==> src/rtl/polar_node_pe_if.sv <==
// Handshake and data bundle between the LLR memory read port, the polar PE and the write-back path.
// master drives input vectors and out_ready; slave is the PE.
interface polar_node_pe_if #(
  parameter int SIZE  = 8,
  parameter int LANES = 8,
  parameter int CNT_W = 16
);
  logic                    in_valid;
  logic                    in_ready;
  logic                    mode;
  logic [SIZE-2:0]         offset;
  logic [LANES*SIZE-1:0]   llr_a;
  logic [LANES*SIZE-1:0]   llr_b;
  logic [LANES-1:0]        beta;
  logic                    out_valid;
  logic                    out_ready;
  logic [LANES*SIZE-1:0]   llr_out;
  logic                    out_mode;
  logic [CNT_W-1:0]        vec_count;

  modport master (
    output in_valid, mode, offset, llr_a, llr_b, beta, out_ready,
    input  in_ready, out_valid, llr_out, out_mode, vec_count
  );

  modport slave (
    input  in_valid, mode, offset, llr_a, llr_b, beta, out_ready,
    output in_ready, out_valid, llr_out, out_mode, vec_count
  );
endinterface

==> src/rtl/polar_node_pe.sv <==
// Two-stage multi-lane polar PE: f-node (offset min-sum) or g-node (partial-sum add), symmetric-saturated.
// Result is valid the cycle after S1 is loaded; in_ready = stage free, no skid buffer, so at most two vectors in flight.
module polar_node_pe #(
  parameter int SIZE  = 8,
  parameter int LANES = 8,
  parameter int CNT_W = 16
) (
  input  logic             clk,
  input  logic             rst_n,
  polar_node_pe_if.slave   pe
);

  localparam logic signed [SIZE-1:0] L_MAX = {1'b0, {(SIZE-1){1'b1}}};
  localparam logic signed [SIZE-1:0] L_MIN = {1'b1, {(SIZE-2){1'b0}}, 1'b1};
  localparam logic signed [SIZE-1:0] L_NEG = {1'b1, {(SIZE-1){1'b0}}};
  localparam logic signed [SIZE:0]   G_MAX = {2'b00, {(SIZE-1){1'b1}}};
  localparam logic signed [SIZE:0]   G_MIN = {2'b11, {(SIZE-2){1'b0}}, 1'b1};
  localparam logic [SIZE-2:0]        ONE   = {{(SIZE-2){1'b0}}, 1'b1};

  // -2^(SIZE-1) has no positive counterpart, so fold it onto MIN before anything else
  function automatic logic signed [SIZE-1:0] clamp(input logic signed [SIZE-1:0] x);
    return (x == L_NEG) ? L_MIN : x;
  endfunction

  logic adv1, adv2;
  logic s1_valid, s2_valid;

  // S1 combinational front end
  logic signed [SIZE-1:0] c_a     [LANES];
  logic signed [SIZE-1:0] c_b     [LANES];
  logic [SIZE-2:0]        c_abs_a [LANES];
  logic [SIZE-2:0]        c_abs_b [LANES];
  logic [LANES-1:0]       c_sgn;
  logic signed [SIZE:0]   c_gsum  [LANES];

  always_comb begin
    c_sgn = '0;
    for (int i = 0; i < LANES; i++) begin
      c_a[i]     = clamp(pe.llr_a[i*SIZE +: SIZE]);
      c_b[i]     = clamp(pe.llr_b[i*SIZE +: SIZE]);
      c_abs_a[i] = c_a[i][SIZE-1] ? (~c_a[i][SIZE-2:0] + ONE) : c_a[i][SIZE-2:0];
      c_abs_b[i] = c_b[i][SIZE-1] ? (~c_b[i][SIZE-2:0] + ONE) : c_b[i][SIZE-2:0];
      c_sgn[i]   = c_a[i][SIZE-1] ^ c_b[i][SIZE-1];
      c_gsum[i]  = {c_b[i][SIZE-1], c_b[i]} +
                   (pe.beta[i] ? -{c_a[i][SIZE-1], c_a[i]} : {c_a[i][SIZE-1], c_a[i]});
    end
  end

  // S1 registers
  logic                   s1_mode;
  logic [SIZE-2:0]        s1_off;
  logic [SIZE-2:0]        s1_abs_a [LANES];
  logic [SIZE-2:0]        s1_abs_b [LANES];
  logic [LANES-1:0]       s1_sgn;
  logic signed [SIZE:0]   s1_gsum  [LANES];

  assign adv2 = !s2_valid || pe.out_ready;
  assign adv1 = !s1_valid || adv2;

  always_ff @(posedge clk or negedge rst_n) begin
    if (!rst_n) begin
      s1_valid <= 1'b0;
      s1_mode  <= 1'b0;
      s1_off   <= '0;
      s1_sgn   <= '0;
      for (int i = 0; i < LANES; i++) begin
        s1_abs_a[i] <= '0;
        s1_abs_b[i] <= '0;
        s1_gsum[i]  <= '0;
      end
    end else begin
      if (adv1) s1_valid <= pe.in_valid;
      if (adv1 && pe.in_valid) begin
        s1_mode <= pe.mode;
        s1_off  <= pe.offset;
        s1_sgn  <= c_sgn;
        for (int i = 0; i < LANES; i++) begin
          s1_abs_a[i] <= c_abs_a[i];
          s1_abs_b[i] <= c_abs_b[i];
          s1_gsum[i]  <= c_gsum[i];
        end
      end
    end
  end

  // S2 combinational back end: offset, sign and saturation
  logic [SIZE-2:0]       c_min [LANES];
  logic [SIZE-2:0]       c_mag [LANES];
  logic [LANES*SIZE-1:0] c_out;

  always_comb begin
    c_out = '0;
    for (int i = 0; i < LANES; i++) begin
      c_min[i] = (s1_abs_a[i] < s1_abs_b[i]) ? s1_abs_a[i] : s1_abs_b[i];
      c_mag[i] = (c_min[i] > s1_off) ? (c_min[i] - s1_off) : '0;
      if (s1_mode) begin
        if (s1_gsum[i] > G_MAX)      c_out[i*SIZE +: SIZE] = L_MAX;
        else if (s1_gsum[i] < G_MIN) c_out[i*SIZE +: SIZE] = L_MIN;
        else                         c_out[i*SIZE +: SIZE] = s1_gsum[i][SIZE-1:0];
      end else begin
        // a zero magnitude negates to zero, so the result is never a negative zero
        c_out[i*SIZE +: SIZE] = s1_sgn[i] ? -{1'b0, c_mag[i]} : {1'b0, c_mag[i]};
      end
    end
  end

  // S2 registers and delivered-vector counter
  logic [LANES*SIZE-1:0] s2_llr;
  logic                  s2_mode;
  logic [CNT_W-1:0]      cnt;

  always_ff @(posedge clk or negedge rst_n) begin
    if (!rst_n) begin
      s2_valid <= 1'b0;
      s2_llr   <= '0;
      s2_mode  <= 1'b0;
      cnt      <= '0;
    end else begin
      if (adv2) s2_valid <= s1_valid;
      if (adv2 && s1_valid) begin
        s2_llr  <= c_out;
        s2_mode <= s1_mode;
      end
      if (s2_valid && pe.out_ready) cnt <= cnt + CNT_W'(1);
    end
  end

  assign pe.in_ready  = adv1;
  assign pe.out_valid = s2_valid;
  assign pe.llr_out   = s2_llr;
  assign pe.out_mode  = s2_mode;
  assign pe.vec_count = cnt;

endmodule

==> src/flat_wrapper.sv <==
// flat-port wrapper written by rule: the top's interface ports become plain ports
module polar_node_pe_flat 
#(
  parameter int SIZE  = 8,
  parameter int LANES = 8,
  parameter int CNT_W = 16
)
  (clk, rst_n, pe_in_valid, pe_mode, pe_offset, pe_llr_a, pe_llr_b, pe_beta, pe_out_ready, pe_in_ready, pe_out_valid, pe_llr_out, pe_out_mode, pe_vec_count);
  polar_node_pe_if #(.SIZE(SIZE), .LANES(LANES), .CNT_W(CNT_W)) pe_i ();
  input  logic clk;
  input  logic rst_n;
  input wire logic [$bits(pe_i.in_valid)-1:0] pe_in_valid;
  input wire logic [$bits(pe_i.mode)-1:0] pe_mode;
  input wire logic [$bits(pe_i.offset)-1:0] pe_offset;
  input wire logic [$bits(pe_i.llr_a)-1:0] pe_llr_a;
  input wire logic [$bits(pe_i.llr_b)-1:0] pe_llr_b;
  input wire logic [$bits(pe_i.beta)-1:0] pe_beta;
  input wire logic [$bits(pe_i.out_ready)-1:0] pe_out_ready;
  output wire logic [$bits(pe_i.in_ready)-1:0] pe_in_ready;
  output wire logic [$bits(pe_i.out_valid)-1:0] pe_out_valid;
  output wire logic [$bits(pe_i.llr_out)-1:0] pe_llr_out;
  output wire logic [$bits(pe_i.out_mode)-1:0] pe_out_mode;
  output wire logic [$bits(pe_i.vec_count)-1:0] pe_vec_count;
  assign pe_i.in_valid = pe_in_valid;
  assign pe_i.mode = pe_mode;
  assign pe_i.offset = pe_offset;
  assign pe_i.llr_a = pe_llr_a;
  assign pe_i.llr_b = pe_llr_b;
  assign pe_i.beta = pe_beta;
  assign pe_i.out_ready = pe_out_ready;
  assign pe_in_ready = pe_i.in_ready;
  assign pe_out_valid = pe_i.out_valid;
  assign pe_llr_out = pe_i.llr_out;
  assign pe_out_mode = pe_i.out_mode;
  assign pe_vec_count = pe_i.vec_count;
  polar_node_pe #(.SIZE(SIZE), .LANES(LANES), .CNT_W(CNT_W)) u_core (.clk(clk), .rst_n(rst_n), .pe(pe_i));
endmodule
==> config.mk <==
export PLATFORM = sky130hd
export DESIGN_NAME = polar_node_pe_flat
export DESIGN_NICKNAME = d
export VERILOG_FILES = /design/src/rtl/polar_node_pe_if.sv /design/src/rtl/polar_node_pe.sv /design/src/flat_wrapper.sv
export SDC_FILE = /design/constraint.sdc
export NUM_CORES = 1
export LEC_CHECK = 0
export CORE_MARGIN = 3
export CORE_UTILIZATION = 64
export DETAILED_ROUTE_END_ITERATION = 10
export PLACE_DENSITY = 0.87
export SLEW_MARGIN = 25
export SYNTH_ARGS = -nofsm -noshare
export SYNTH_HDL_FRONTEND = slang
export SYNTH_SLANG_ARGS = --single-unit
export TNS_END_PERCENT = 10
==> constraint.sdc <==
create_clock -name clk -period 8.4 [get_ports clk]
set_input_delay 2.1 -clock clk [delete_from_list [all_inputs] [get_ports clk]]
set_output_delay 2.1 -clock clk [all_outputs]
set_load 0.05 [all_outputs]
==> impl_metrics.toml <==
[detailed_routing]
wl_mm = 73.5
ant_nets = 0
drc = 0
avgRoutedWirePerCell_um = 18.9
highest_layer = "met4"
met1_length_mm = 31.4
wl_met2_mm = 33.9
drt_iter0_drc = 2460
met3_length_mm = 5.52
num_vias = 24800
firstDrtPassIters = 8
via_per_inst = 6.39

[min_path]
holdPathStages = 1
worstHoldStart = "u_core.pe.vec_count[15]"
holdPathEnd = "u_core.pe.vec_count[15]"
min_path_type = "reg -> reg"

[timing]
hold_viol_final = 0
slew_headroom_pct = 35.0
grt_setup_unrepaired = "false"
fin_worst_skew_ns = 0.0242
fin_crit_ns = 5.90
setup_viol = 0
slew_violations = 0
whs_ns = 0.476
finalCritPeriodShare_pct = 70.2
fin_setup_tns_ns = 0
worst_pin_slew_ns = 0.975
fmax_mhz = 170

[synthesis]
synth_edf_count = 0
postSynthCellCount = 3274
synth_largest_area_cell = "dfrtp_1"
synth_cell_types = 92
async_flop_share_pct = 100
ys_ff_latch = 283
synth.top_cell.area_share_pct = 27.7
synthesis.area_um2 = 25600
yosysWarnings = 0
ys_top_cells_by_area = "dfrtp_1, ha_1, nand2_1, o21ai_0, xnor2_1"
seq_area_frac_synth_pct = 27.7
synth.avg_cell_area_um2 = 7.82
syn_nets = 3639
ys.flop_type = "dfrtp_1"

[clock_tree]
cts-root-buf = "clkbuf_16"
cts_buffer_depth = 3
hold_buffers = 0
cts_tree = "built"
clk_latency_ns = 0.56
cts-buffers-inserted = 35
clk_pin_slew_worst_paths_ns = 0.06
cts.sinks = 283
cts_setup_buffers = 0
cts_resized = 0
cts_max_level = 2

[global_routing]
grt_pass1_wl_mm = 118
grt_usage_pct = 33.9
grt_max_degree = 140
antenna_found_initial = 1
grt_overflow = 0
grt_pass1_vias = 23500

[final_layout]
drive_above_1_share_pct = 4.31
final_cell_mix = "nand2_1, o21ai_0, dfrtp_1"
final_nets = 3704
final.fill_count = 3002
mostFrequentLayoutCell = "nand2_1"
syn_to_final_growth_pct = 13.4

[critical_path]
r2r_setup_slack_ns = 3.43
startpoint = "pe_out_ready"
worstPathCellList = "clkdlybuf4s50_1 > nand3b_1 > clkdlybuf4s50_1"
cp-end-kind = "output pin"
crit_top_cell = "clkdlybuf4s50_1"
cp.arrival_ns = 3.80
slowest_delay_ns = 0.88
critPathBufInv = 2
rr_endpoint = "u_core.pe.llr_out[62]"
cp.required_ns = 6.30
path_class = "in -> out"
crit_family = "buffers and inverters"
cp-start-kind = "input port"
cp_slowest_cell = "clkdlybuf4s50_1"
timing.rr.start = "u_core.s1_abs_b[1]"
r2r_cells = 18
path_max_fanout = 4

[die]
chipWidth_um = 206
start_util_pct = 65.5
die-area_um2 = 42400
fp-row-count = 72
coreArea_um2 = 39100
boundaryPins = 231
die_h_um = 206

[run_status]
status = "completed"

[pwr]
p_per_area_nw_per_um2 = 324
peakVddDrop_mv = 0.249
p_leak_uw = 0.0128

[placement]
gp_congestion = 0.940
hpwlAfterDp_mm = 53.0
portBuffers = 230

[job]
drv_cap = 0
==> cell families after synthesis <==
kind of cell,synth area share [%]
AO/OA/AOI/OAI,25.7
XOR/XNOR,7.38
adder cells (fa/ha/maj),11.1
buffers and inverters,6.03
flip-flops,27.7
multiplexers,1.18
AND/OR/NAND/NOR,20.9
==> flip-flops by register name (all words and copies together) (netlist names) <==
name and count:
u_core.s1_sgn 8, u_core.s1_gsum 72, u_core.s1_abs_a 56, u_core.s1_mode 1, u_core.pe.llr_out 64, u_core.pe.vec_count 16, u_core.s1_abs_b 56, u_core.s1_off 7
u_core.s1_valid 1, u_core.pe.out_valid 1, u_core.pe.out_mode 1
==> layout make-up <==
type	instances	area, um^2	area share [%]
diodes	1	2.50	0.00862
clock inverters	15	189	0.650
repair buffers	244	2440	8.40
flip-flops and latches	283	7080	24.4
clock buffers	47	1010	3.49
inverters	180	676	2.33
well taps	518	648	2.23
multi-input cells	2595	17000	58.5
==> how the worst max path moves through the flow <==
stage | endpoint | cells past startpoint
detailed placement | u_core.s1_gsum[61] | 16
global route | pe_in_ready | 3
finish | pe_in_ready | 3
global placement | pe_in_ready | 3
CTS | pe_in_ready | 3
floorplan | u_core.s1_gsum[70] | 16
==> where the power goes <==
group / switching (uW) / internal (uW) / total [uW]
registers: 366 / 1700 / 2070
logic: 3500 / 2240 / 5740
clock network: 624 / 973 / 1600
==> through the flow <==
step | setup slack (ns) | power [uW] | instances | util (%) | cell area [um^2]
finish | 2.50 | 9410 | 3883 | 74.3 | 29000
global route | 2.44 | 10000 | 3883 | 74.3 | 29000
CTS | 2.52 | 9310 | 3882 | 74.3 | 29000
detailed placement | 2.48 | 7650 | 3820 | 71.2 | 27800
global placement | 2.53 | 7450 | 3820 | 71.2 | 27800
floorplan | 3.24 | 6220 | 3274 | - | 25600
==> cell usage after synthesis (21+ instances only) <==
cell type and instances:
nor3_1 21, o311ai_0 22, xnor2_1 116, a32o_1 31, inv_1 179, nand2_1 497
a21oi_1 187, o21ai_0 342, nand2b_1 79, nor2b_1 45, nand3_1 70, o211ai_1 53
mux2i_1 28, and3_1 22, o21ai_1 21, a21o_1 85, ha_1 201, xor2_1 98
nor2_1 194, buf_2 39, dfrtp_1 283, clkbuf_1 159, nand4_1 51
==> layer usage <==
layer,track usage [%],up-vias
met4,13.8,0
li1,-,11800
met1,46.2,11800
met5,0,-
met2,54.5,1022
met3,4.91,195
No activity file was read; power rests on OpenSTA's default activity.
